$ cat src/rtl/mc_ctrl_pkg.sv
// Shared encodings for the multi-cycle controller: state codes, MIPS opcode/funct
// values, ALU operation codes, mux selects and the registered control bundle.
package mc_ctrl_pkg;

    typedef enum logic [4:0] {
        S_IF   = 5'd0,
        S_ID   = 5'd1,
        S_MADR = 5'd2,
        S_MRD  = 5'd3,
        S_LWB  = 5'd4,
        S_MWR  = 5'd5,
        S_REXE = 5'd6,
        S_RWB  = 5'd7,
        S_BR   = 5'd8,
        S_J    = 5'd9,
        S_IEXE = 5'd10,
        S_IWB  = 5'd11,
        S_JAL  = 5'd12,
        S_JR   = 5'd13,
        S_EXC  = 5'd14,
        S_HALT = 5'd15
    } state_e;

    localparam logic [5:0] OP_RTYPE = 6'b000000;
    localparam logic [5:0] OP_J     = 6'b000010;
    localparam logic [5:0] OP_JAL   = 6'b000011;
    localparam logic [5:0] OP_BEQ   = 6'b000100;
    localparam logic [5:0] OP_BNE   = 6'b000101;
    localparam logic [5:0] OP_ADDI  = 6'b001000;
    localparam logic [5:0] OP_SLTI  = 6'b001010;
    localparam logic [5:0] OP_ANDI  = 6'b001100;
    localparam logic [5:0] OP_ORI   = 6'b001101;
    localparam logic [5:0] OP_XORI  = 6'b001110;
    localparam logic [5:0] OP_LUI   = 6'b001111;
    localparam logic [5:0] OP_LW    = 6'b100011;
    localparam logic [5:0] OP_SW    = 6'b101011;

    localparam logic [5:0] FN_SRL = 6'b000010;
    localparam logic [5:0] FN_JR  = 6'b001000;
    localparam logic [5:0] FN_ADD = 6'b100000;
    localparam logic [5:0] FN_SUB = 6'b100010;
    localparam logic [5:0] FN_AND = 6'b100100;
    localparam logic [5:0] FN_OR  = 6'b100101;
    localparam logic [5:0] FN_XOR = 6'b100110;
    localparam logic [5:0] FN_NOR = 6'b100111;
    localparam logic [5:0] FN_SLT = 6'b101010;

    localparam logic [2:0] ALU_AND = 3'b000;
    localparam logic [2:0] ALU_OR  = 3'b001;
    localparam logic [2:0] ALU_ADD = 3'b010;
    localparam logic [2:0] ALU_XOR = 3'b011;
    localparam logic [2:0] ALU_NOR = 3'b100;
    localparam logic [2:0] ALU_SRL = 3'b101;
    localparam logic [2:0] ALU_SUB = 3'b110;
    localparam logic [2:0] ALU_SLT = 3'b111;

    localparam logic [1:0] RD_RT = 2'b00;
    localparam logic [1:0] RD_RD = 2'b01;
    localparam logic [1:0] RD_RA = 2'b10;

    localparam logic [1:0] M2R_ALU = 2'b00;
    localparam logic [1:0] M2R_MEM = 2'b01;
    localparam logic [1:0] M2R_PC  = 2'b10;
    localparam logic [1:0] M2R_LUI = 2'b11;

    localparam logic [1:0] SRCB_REG  = 2'b00;
    localparam logic [1:0] SRCB_FOUR = 2'b01;
    localparam logic [1:0] SRCB_IMM  = 2'b10;
    localparam logic [1:0] SRCB_BOFS = 2'b11;

    localparam logic [1:0] PCS_ALU = 2'b00;
    localparam logic [1:0] PCS_BR  = 2'b01;
    localparam logic [1:0] PCS_JMP = 2'b10;
    localparam logic [1:0] PCS_JR  = 2'b11;

    // fetch marks IF; IRWrite and the fetch PC update are fetch gated by MIO_ready
    typedef struct packed {
        logic       mem_read;
        logic       mem_write;
        logic       cpu_mio;
        logic       iord;
        logic       fetch;
        logic       reg_write;
        logic       alu_src_a;
        logic       pc_write;
        logic       pc_write_cond;
        logic       branch;
        logic [1:0] reg_dst;
        logic [1:0] mem_to_reg;
        logic [1:0] alu_src_b;
        logic [1:0] pc_source;
        logic [2:0] alu_op;
    } ctrl_t;

endpackage

$ cat src/rtl/mc_alu_dec.sv
// ALU operation decoder: R-type instructions decode funct, all others decode opcode.
module mc_alu_dec
    import mc_ctrl_pkg::*;
(
    input  logic [5:0] opcode,
    input  logic [5:0] funct,
    output logic [2:0] alu_op
);

    always_comb begin
        alu_op = ALU_ADD;
        if (opcode == OP_RTYPE) begin
            case (funct)
                FN_ADD:  alu_op = ALU_ADD;
                FN_SUB:  alu_op = ALU_SUB;
                FN_AND:  alu_op = ALU_AND;
                FN_OR:   alu_op = ALU_OR;
                FN_XOR:  alu_op = ALU_XOR;
                FN_NOR:  alu_op = ALU_NOR;
                FN_SLT:  alu_op = ALU_SLT;
                FN_SRL:  alu_op = ALU_SRL;
                default: alu_op = ALU_ADD;
            endcase
        end else begin
            case (opcode)
                OP_ANDI: alu_op = ALU_AND;
                OP_ORI:  alu_op = ALU_OR;
                OP_XORI: alu_op = ALU_XOR;
                OP_SLTI: alu_op = ALU_SLT;
                default: alu_op = ALU_ADD;
            endcase
        end
    end

endmodule

$ cat src/rtl/mc_ctrl.sv
// Multi-cycle MIPS control FSM with registered, state-derived outputs and memory timeout.
// Define MC_CTRL_EXC_EN to trap overflow and illegal opcodes into the exception state.
module mc_ctrl
    import mc_ctrl_pkg::*;
#(
    parameter int         MEM_TIMEOUT    = 16,
    parameter logic [1:0] EXC_VECTOR_SEL = 2'b11
) (
    input  logic        clk,
    input  logic        reset,
    input  logic        zero,
    input  logic        overflow,
    input  logic        MIO_ready,
    input  logic [31:0] Inst_in,
    output logic        MemRead,
    output logic        MemWrite,
    output logic        CPU_MIO,
    output logic        IorD,
    output logic        IRWrite,
    output logic        RegWrite,
    output logic        ALUSrcA,
    output logic        PCWrite,
    output logic        PCWriteCond,
    output logic        Branch,
    output logic [1:0]  RegDst,
    output logic [1:0]  MemtoReg,
    output logic [1:0]  ALUSrcB,
    output logic [1:0]  PCSource,
    output logic [2:0]  ALU_operation,
    output logic [4:0]  state_out,
    output logic        mem_fault
);

`ifdef MC_CTRL_EXC_EN
    localparam state_e     ILLEGAL_NEXT = S_EXC;
    // The datapath tells JR from the exception vector only when their selects differ
    localparam logic [1:0] JR_SEL = (EXC_VECTOR_SEL != PCS_JR) ? PCS_JR : PCS_ALU;
`else
    localparam state_e     ILLEGAL_NEXT = S_HALT;
    localparam logic [1:0] JR_SEL = PCS_JR;
`endif

    state_e     state_q, state_d;
    ctrl_t      ctrl_q, ctrl_d;
    logic [7:0] wait_q, wait_d;
    logic       mem_fault_q, mem_fault_d;
    logic [5:0] opcode, funct;
    logic [2:0] dec_alu_op;
    logic       mem_wait, timeout, ovf_trap;
    logic       unused_inputs;

    assign opcode = Inst_in[31:26];
    assign funct  = Inst_in[5:0];

    mc_alu_dec u_alu_dec (
        .opcode (opcode),
        .funct  (funct),
        .alu_op (dec_alu_op)
    );

`ifdef MC_CTRL_EXC_EN
    assign ovf_trap = overflow &&
        ((opcode == OP_RTYPE && (funct == FN_ADD || funct == FN_SUB)) || opcode == OP_ADDI);
    assign unused_inputs = ^{zero, Inst_in[25:6]};
`else
    assign ovf_trap = 1'b0;
    assign unused_inputs = ^{zero, overflow, Inst_in[25:6]};
`endif

    function automatic ctrl_t ctrl_for(input state_e s, input logic [5:0] op,
                                       input logic [2:0] dec_op);
        ctrl_t c;
        c = '0;
        case (s)
            S_IF: begin
                c.mem_read  = 1'b1;
                c.cpu_mio   = 1'b1;
                c.fetch     = 1'b1;
                c.alu_src_b = SRCB_FOUR;
                c.alu_op    = ALU_ADD;
                c.pc_source = PCS_ALU;
            end
            S_ID: begin
                c.alu_src_b = SRCB_BOFS;
                c.alu_op    = ALU_ADD;
            end
            S_MADR: begin
                c.alu_src_a = 1'b1;
                c.alu_src_b = SRCB_IMM;
                c.alu_op    = ALU_ADD;
            end
            S_MRD: begin
                c.mem_read = 1'b1;
                c.iord     = 1'b1;
                c.cpu_mio  = 1'b1;
            end
            S_MWR: begin
                c.mem_write = 1'b1;
                c.iord      = 1'b1;
                c.cpu_mio   = 1'b1;
            end
            S_LWB: begin
                c.reg_write  = 1'b1;
                c.reg_dst    = RD_RT;
                c.mem_to_reg = M2R_MEM;
            end
            S_REXE: begin
                c.alu_src_a = 1'b1;
                c.alu_src_b = SRCB_REG;
                c.alu_op    = dec_op;
            end
            S_RWB: begin
                c.reg_write  = 1'b1;
                c.reg_dst    = RD_RD;
                c.mem_to_reg = M2R_ALU;
            end
            S_IEXE: begin
                c.alu_src_a = 1'b1;
                c.alu_src_b = SRCB_IMM;
                c.alu_op    = dec_op;
            end
            S_IWB: begin
                c.reg_write  = 1'b1;
                c.reg_dst    = RD_RT;
                c.mem_to_reg = (op == OP_LUI) ? M2R_LUI : M2R_ALU;
            end
            S_BR: begin
                c.alu_src_a     = 1'b1;
                c.alu_src_b     = SRCB_REG;
                c.alu_op        = ALU_SUB;
                c.pc_write_cond = 1'b1;
                c.pc_source     = PCS_BR;
                c.branch        = (op == OP_BEQ);
            end
            S_J: begin
                c.pc_write  = 1'b1;
                c.pc_source = PCS_JMP;
            end
            S_JAL: begin
                c.pc_write   = 1'b1;
                c.pc_source  = PCS_JMP;
                c.reg_write  = 1'b1;
                c.reg_dst    = RD_RA;
                c.mem_to_reg = M2R_PC;
            end
            S_JR: begin
                c.alu_src_a = 1'b1;
                c.pc_write  = 1'b1;
                c.pc_source = JR_SEL;
            end
            S_EXC: begin
                c.pc_write  = 1'b1;
                c.pc_source = EXC_VECTOR_SEL;
            end
            default: c = '0;
        endcase
        return c;
    endfunction

    always_comb begin
        // Wait counting only runs while a memory strobe is actually up, so the
        // quiet first cycle after reset does not eat into the fetch budget.
        mem_wait = (state_q inside {S_IF, S_MRD, S_MWR}) &&
                   (ctrl_q.mem_read || ctrl_q.mem_write) && !MIO_ready;
        timeout  = mem_wait && (wait_q == 8'(MEM_TIMEOUT - 1));
        state_d     = state_q;
        mem_fault_d = mem_fault_q;
        case (state_q)
            S_IF:   if (ctrl_q.fetch && MIO_ready) state_d = S_ID;
            S_ID: begin
                case (opcode)
                    OP_LW, OP_SW:   state_d = S_MADR;
                    OP_RTYPE:       state_d = (funct == FN_JR) ? S_JR : S_REXE;
                    OP_BEQ, OP_BNE: state_d = S_BR;
                    OP_J:           state_d = S_J;
                    OP_JAL:         state_d = S_JAL;
                    OP_ADDI, OP_ANDI, OP_ORI, OP_XORI, OP_SLTI, OP_LUI:
                                    state_d = S_IEXE;
                    default:        state_d = ILLEGAL_NEXT;
                endcase
            end
            S_MADR: state_d = (opcode == OP_LW) ? S_MRD : S_MWR;
            S_MRD:  if (MIO_ready) state_d = S_LWB;
            S_MWR:  if (MIO_ready) state_d = S_IF;
            S_REXE: state_d = ovf_trap ? S_EXC : S_RWB;
            S_IEXE: state_d = ovf_trap ? S_EXC : S_IWB;
            S_LWB, S_RWB, S_IWB, S_BR, S_J, S_JAL, S_JR, S_EXC:
                    state_d = S_IF;
            default: state_d = S_HALT;
        endcase
        if (timeout) begin
            state_d     = S_HALT;
            mem_fault_d = 1'b1;
        end
        if (state_d != state_q) wait_d = 8'd0;
        else if (mem_wait)      wait_d = wait_q + 8'd1;
        else                    wait_d = wait_q;
        ctrl_d = ctrl_for(state_d, opcode, dec_alu_op);
    end

    always_ff @(posedge clk or posedge reset) begin
        if (reset) begin
            state_q     <= S_IF;
            ctrl_q      <= '0;
            wait_q      <= 8'd0;
            mem_fault_q <= 1'b0;
        end else begin
            state_q     <= state_d;
            ctrl_q      <= ctrl_d;
            wait_q      <= wait_d;
            mem_fault_q <= mem_fault_d;
        end
    end

    assign MemRead       = ctrl_q.mem_read;
    assign MemWrite      = ctrl_q.mem_write;
    assign CPU_MIO       = ctrl_q.cpu_mio;
    assign IorD          = ctrl_q.iord;
    assign IRWrite       = ctrl_q.fetch & MIO_ready;
    assign RegWrite      = ctrl_q.reg_write;
    assign ALUSrcA       = ctrl_q.alu_src_a;
    assign PCWrite       = ctrl_q.pc_write | (ctrl_q.fetch & MIO_ready);
    assign PCWriteCond   = ctrl_q.pc_write_cond;
    assign Branch        = ctrl_q.branch;
    assign RegDst        = ctrl_q.reg_dst;
    assign MemtoReg      = ctrl_q.mem_to_reg;
    assign ALUSrcB       = ctrl_q.alu_src_b;
    assign PCSource      = ctrl_q.pc_source;
    assign ALU_operation = ctrl_q.alu_op;
    assign state_out     = state_q;
    assign mem_fault     = mem_fault_q;

endmodule

$ cat config.mk
export PLATFORM = sky130hd
export DESIGN_NAME = mc_ctrl
export DESIGN_NICKNAME = d
export VERILOG_FILES = /design/src/rtl/mc_ctrl_pkg.sv /design/src/rtl/mc_alu_dec.sv /design/src/rtl/mc_ctrl.sv
export SDC_FILE = /design/constraint.sdc
export NUM_CORES = 1
export LEC_CHECK = 0
export BUFFER_PORTS_ARGS = -buffer_cell sky130_fd_sc_hd__clkbuf_2
export CAP_MARGIN = 10
export CORE_UTILIZATION = 35
export CTS_BUF_LIST = sky130_fd_sc_hd__clkbuf_4 sky130_fd_sc_hd__clkbuf_8
export CTS_CLUSTER_SIZE = 12
export DETAILED_ROUTE_END_ITERATION = 10
export PLACE_DENSITY = 0.57
export RECOVER_POWER = 50
export SLEW_MARGIN = 10
export SYNTH_ARGS = -nofsm -noshare
export SYNTH_HDL_FRONTEND = slang
export SYNTH_SLANG_ARGS = --single-unit
$ cat constraint.sdc
create_clock -name clk -period 6.7 [get_ports clk]
set_input_delay 1.675 -clock clk [delete_from_list [all_inputs] [get_ports clk]]
set_output_delay 1.675 -clock clk [all_outputs]
set_load 0.01 [all_outputs]
Word level (Yosys, flattened, before mapping)
Index checks and enable logic that the tools add are counted.
{"block": "word_totals", "input_bits": 37, "output_inout_bits": 27, "word_cells": 124, "register_bits": 35}
{"block": "classes", "add_sub_neg": 1, "n_reduce_logical": 26, "n_eq_ne": 50, "bitwise": 2, "n_mux": 27}
{"operator": "5-bit by 4-bit equality test with 1-bit output (second input constant)", "count": 14}
{"operator": "6-bit equality test (second input constant)", "count": 8}
{"operator": "6-bit by 4-bit equality test with 1-bit output (second input constant)", "count": 7}
{"operator": "5-bit by 3-bit equality test with 1-bit output (second input constant)", "count": 8}
{"operator": "5-bit one-hot mux with 8 select lines", "count": 1}
{"operator": "4-bit one-hot mux with 6 select lines", "count": 1}
{"operator": "3-bit one-hot mux with 7 select lines", "count": 1}
{"operator": "5-bit by 2-bit equality test with 1-bit output (second input constant)", "count": 4}
{"operator": "5-bit 2-to-1 mux", "count": 4}
{"operator": "6-bit by 2-bit equality test with 1-bit output (second input constant)", "count": 3}
{"operator": "8-bit 2-to-1 mux", "count": 2}
{"operator": "4-bit one-hot mux with 4 select lines", "count": 1}
{"operator": "2-bit OR reduction", "count": 8}
{"operator": "6-bit by 3-bit equality test with 1-bit output (second input constant)", "count": 2}
{"operator": "2-bit one-hot mux with 3 select lines", "count": 2}
{"operator": "3-bit one-hot mux with 4 select lines", "count": 1}
{"operator": "5-bit by 1-bit equality test with 1-bit output (second input constant)", "count": 2}
{"operator": "5-bit logical NOT", "count": 2}
{"operator": "3-bit one-hot mux with 3 select lines", "count": 1}
{"operator": "8-bit by 1-bit adder with 8-bit output (second input constant)", "count": 1}
{"operator": "8-bit by 4-bit equality test with 1-bit output (second input constant)", "count": 1}
{"operator": "1-bit 2-to-1 mux", "count": 8}
{"operator": "4-bit OR reduction", "count": 2}
{"operator": "8-bit OR reduction", "count": 1}
{"operator": "other kinds (15)", "count": 21}

Logic depth before layout (Yosys ltp)
{"block": "depth", "ltp_word": 9, "ltp_mapped": 10, "ltp_nobuf": 10}

By module
Synthesis repeated with hierarchy kept, for this count alone.
{"block": "unflattened", "cells_unflattened": 240, "area_unflattened_um2": 2229.6}
{"module": "mc_ctrl", "seq_area_each_um2": 875.8, "cells_per_inst": 217, "area_per_inst_um2": 2058.2, "instances": 1}
{"module": "mc_alu_dec", "seq_area_each_um2": 0.0, "cells_per_inst": 23, "area_per_inst_um2": 171.4, "instances": 1}

Worst setup path after synthesis
Ideal clock, no wire load.
{"block": "synth_timing", "path_type": "input-to-output", "from": "in MIO_ready", "to": "out PCWrite", "path_buffers": 0, "cell_stages": 2, "setup_slack_ns": 2.865, "t_arrival_ns": 2.160, "required_time_ns": 5.025, "path_cell_list": "and2_1 -> or2_2"}
{"block": "synth_via", "elab_chain_len": 2}
{"item": "start, declared", "line_no": "mc_ctrl.sv:13", "source": "input logic MIO_ready,"}
{"item": "1-bit AND", "line_no": "mc_ctrl.sv:222", "source": "assign PCWrite = ctrl_q.pc_write | (ctrl_q.fetch & MIO_ready);"}
{"item": "1-bit bitwise OR", "line_no": "mc_ctrl.sv:222"}
{"item": "end, declared", "line_no": "mc_ctrl.sv:22", "source": "output logic PCWrite,"}
No other way between the ends.

Final worst setup path
Ends and elaborated chain as after synthesis.

==> impl_metrics.ini <==
[status]
status = finished, violations left
violations = max-capacitance violations, max-slew violations

[routing]
drt_first_iter_violations = 78
wl_mm = 4.99
dr.pass1.iters = 4
wl_per_cell_um = 14.6
drc_errors = 0
num_vias = 1818
drt-vias-per-instance = 5.32
ant_nets = 0

[critical_path]
cp_num_buf_inv = 2
worstSetupPathType = input pin to primary output
path_common_cell = clkbuf_2
cpMaxStageDelayCell = or2_2
crit-reg2reg-launch = state_out[0]
cp-end-kind = primary output
startpoint_type = input pin
path_cells = clkbuf_2, and2_1, or2_2, clkbuf_2
crit_cells = 4
critPathLaunch = MIO_ready
worstPathMaxFanout = 7
cp.required_ns = 5.03
arrival_ns = 2.46
max_stage_delay_ns = 0.29
reg2regPathDepth = 6
cpLargestDelayFamily = simple AND/OR/NAND/NOR gates

[synthesis]
ys_seq_elements = 35
syn_area_per_cell_um2 = 9.71
synth_top_flop_cell = dfrtp_1
synth_warnings = 0
synth_edf_count = 0
synth_cell_types = 68
synthCells = 239
syn-cell-area_um2 = 2320
async_reset_ff_share_pct = 100
seq_area_frac_synth_pct = 37.7
syn_nets = 277

[clock_network]
cts_sinks = 35
clock_latency_ns = 0.28
path_clk_slew_ns = 0.06
cts_root_buf = clkbuf_8
cts_buffers = 5
clockBufferDepth = 2
cts_resized = 0
post-cts-setup-buffers = 0
h-tree-depth = 2
hold_buffers = 0
cts_tree = done

[min_path]
hold_path.class = flop to flop
hold_depth = 1
hp-start = mem_fault

[run]
drv_cap = 1

[timing]
drv_slew = 36
rsz0062_at_grt = false
fmax_mhz = 242
period_needed_ns = 4.14
period_share_pct = 61.8
hold_viol = 0
final.setup.tns_ns = 0
setup_viol = 0
whs_ns = 0.475
final.setup_skew_ns = 0.00994
max_slew_margin_pct = -19.9
tightest_slew_ns = 1.80

[floorplan]
core-area_um2 = 6390
die_x_um = 83.4
io_pins = 64
dieArea_um2 = 6960
die_h_um = 83.4
rows = 29
start_util_pct = 36.3

[power_and_ir_drop]
cellLeakagePower_nw = 1.09
p_total_mw = 0.545
powerDensity_nw_per_um2 = 215
vdd_drop_max_v = 0.000122

[final_layout]
antenna_cells = 0
nets = 303
area_delta_synth_final_pct = 9.00
fin_util_pct = 39.6
drive_gt1_share_pct = 25.7

[global_route]
grt_pass1_vias = 1667
gr-total-overflow = 0
grt.total_usage_pct = 15.0
grt_max_degree = 36
antenna_found_initial = 0
grt_pass1_wl_mm = 8.40

[placed_design]
gp_congestion = 0.791
dp_hpwl_mm = 3.65
numPortBuffers = 41
per-stage QoR:
stage	instance area (um^2)	worst slack, ns	cells
floorplan	2320	2.87	239
global placement	2470	2.54	335
detailed placement	2470	2.53	335
CTS	2560	2.53	342
global route	2530	2.52	342
finish	2530	2.56	342
worst paths after layout:
path                                          to  slack [ns]
worst max-delay path                     PCWrite        2.56
worst min-delay path                   mem_fault        0.48
worst max register to register          RegWrite        3.74
worst min register to register         mem_fault        0.48
max in group asynchronous              wait_q[7]        3.65
min in group asynchronous       ALU_operation[1]        2.01
cells by family (layout without fill, tap and decap cells):
family,count (synthesis),count (layout),synth area share (%)
other,1,1,0.162
XOR/XNOR,13,13,5.23
buffers and inverters,34,60,8.84
AO/OA/AOI/OAI,48,48,17.5
flip-flops,35,35,37.7
multiplexers,1,1,0.431
adder cells (fa/ha/maj),1,1,0.539
AND/OR/NAND/NOR,106,106,29.5
routing by layer:
metal	vias to the layer above	GRT usage, %	routed length [um]
li1	896	-	-
met1	871	22.3	2530
met2	45	22.1	2210
met3	6	2.29	169
met4	0	5.08	73
met5	-	0	0
Yosys cell counts, types with 3 or more instances:
library cell,count,share of area (%)
nand3_1,5,1.1
nand2_1,21,3.4
buf_4,15,4.9
nor2_1,15,2.4
xor2_1,6,2.3
inv_1,8,1.3
nor2b_1,4,1.1
o21ai_0,6,1.3
nor4_1,4,1.1
a31oi_1,5,1.3
buf_2,7,1.5
nand4_1,7,1.9
and3_1,5,1.3
a21oi_1,7,1.5
o211a_1,3,1.3
nor3_1,4,0.86
or2_1,3,0.81
and2_1,3,0.81
dfrtp_1,35,38
xnor2_1,6,2.3
nor3_2,8,3.5
nand2b_1,6,1.6
where the power goes:
part	internal, mW	switching, mW	total [mW]
Sequential	0.228	0.0172	0.245
Combinational	0.0541	0.0959	0.150
Clock	0.0805	0.0691	0.150
registers in the layout, summed over array words and instances, names as in the netlist, 2 cells and up:
signal / count
ALU_operation: 3
wait_q: 8
ctrl_q: 2
ALUSrcB: 2
RegDst: 2
state_out: 5
MemtoReg: 2
PCSource: 2
area by class of cell:
type	instances	area, um^2
clock buffer	6	82.6
clock inverter	1	5.00
fill	669	3860
inverter	10	42.5
multi-input combinational	170	1220
sequential	35	876
tap	77	96.3
timing repair buffer	43	203
cells in the final DEF (no fill, tap or decap), types with 2 or more instances in the layout:
master and instances:
dfrtp_1 35, clkbuf_2 30, nand2_1 21, nor2_1 15, clkbuf_1 12, inv_1 8, nor3_2 8, a21oi_1 7
nand4_1 7, xor2_1 6, xnor2_1 6, nand2b_1 6, o21ai_0 6, clkbuf_8 6, nor4_1 5, and3_1 5
nand3_1 5, a31oi_1 5, nor2b_1 4, nor3_1 4, or2_1 3, and2_1 3, o211a_1 3, nand4b_1 2
o41ai_1 2, o2111ai_1 2, o31ai_2 2, nor3b_1 2, inv_4 2, or3_1 2, o21ai_1 2, or2_2 2
Power figures use the tool's default switching activity.
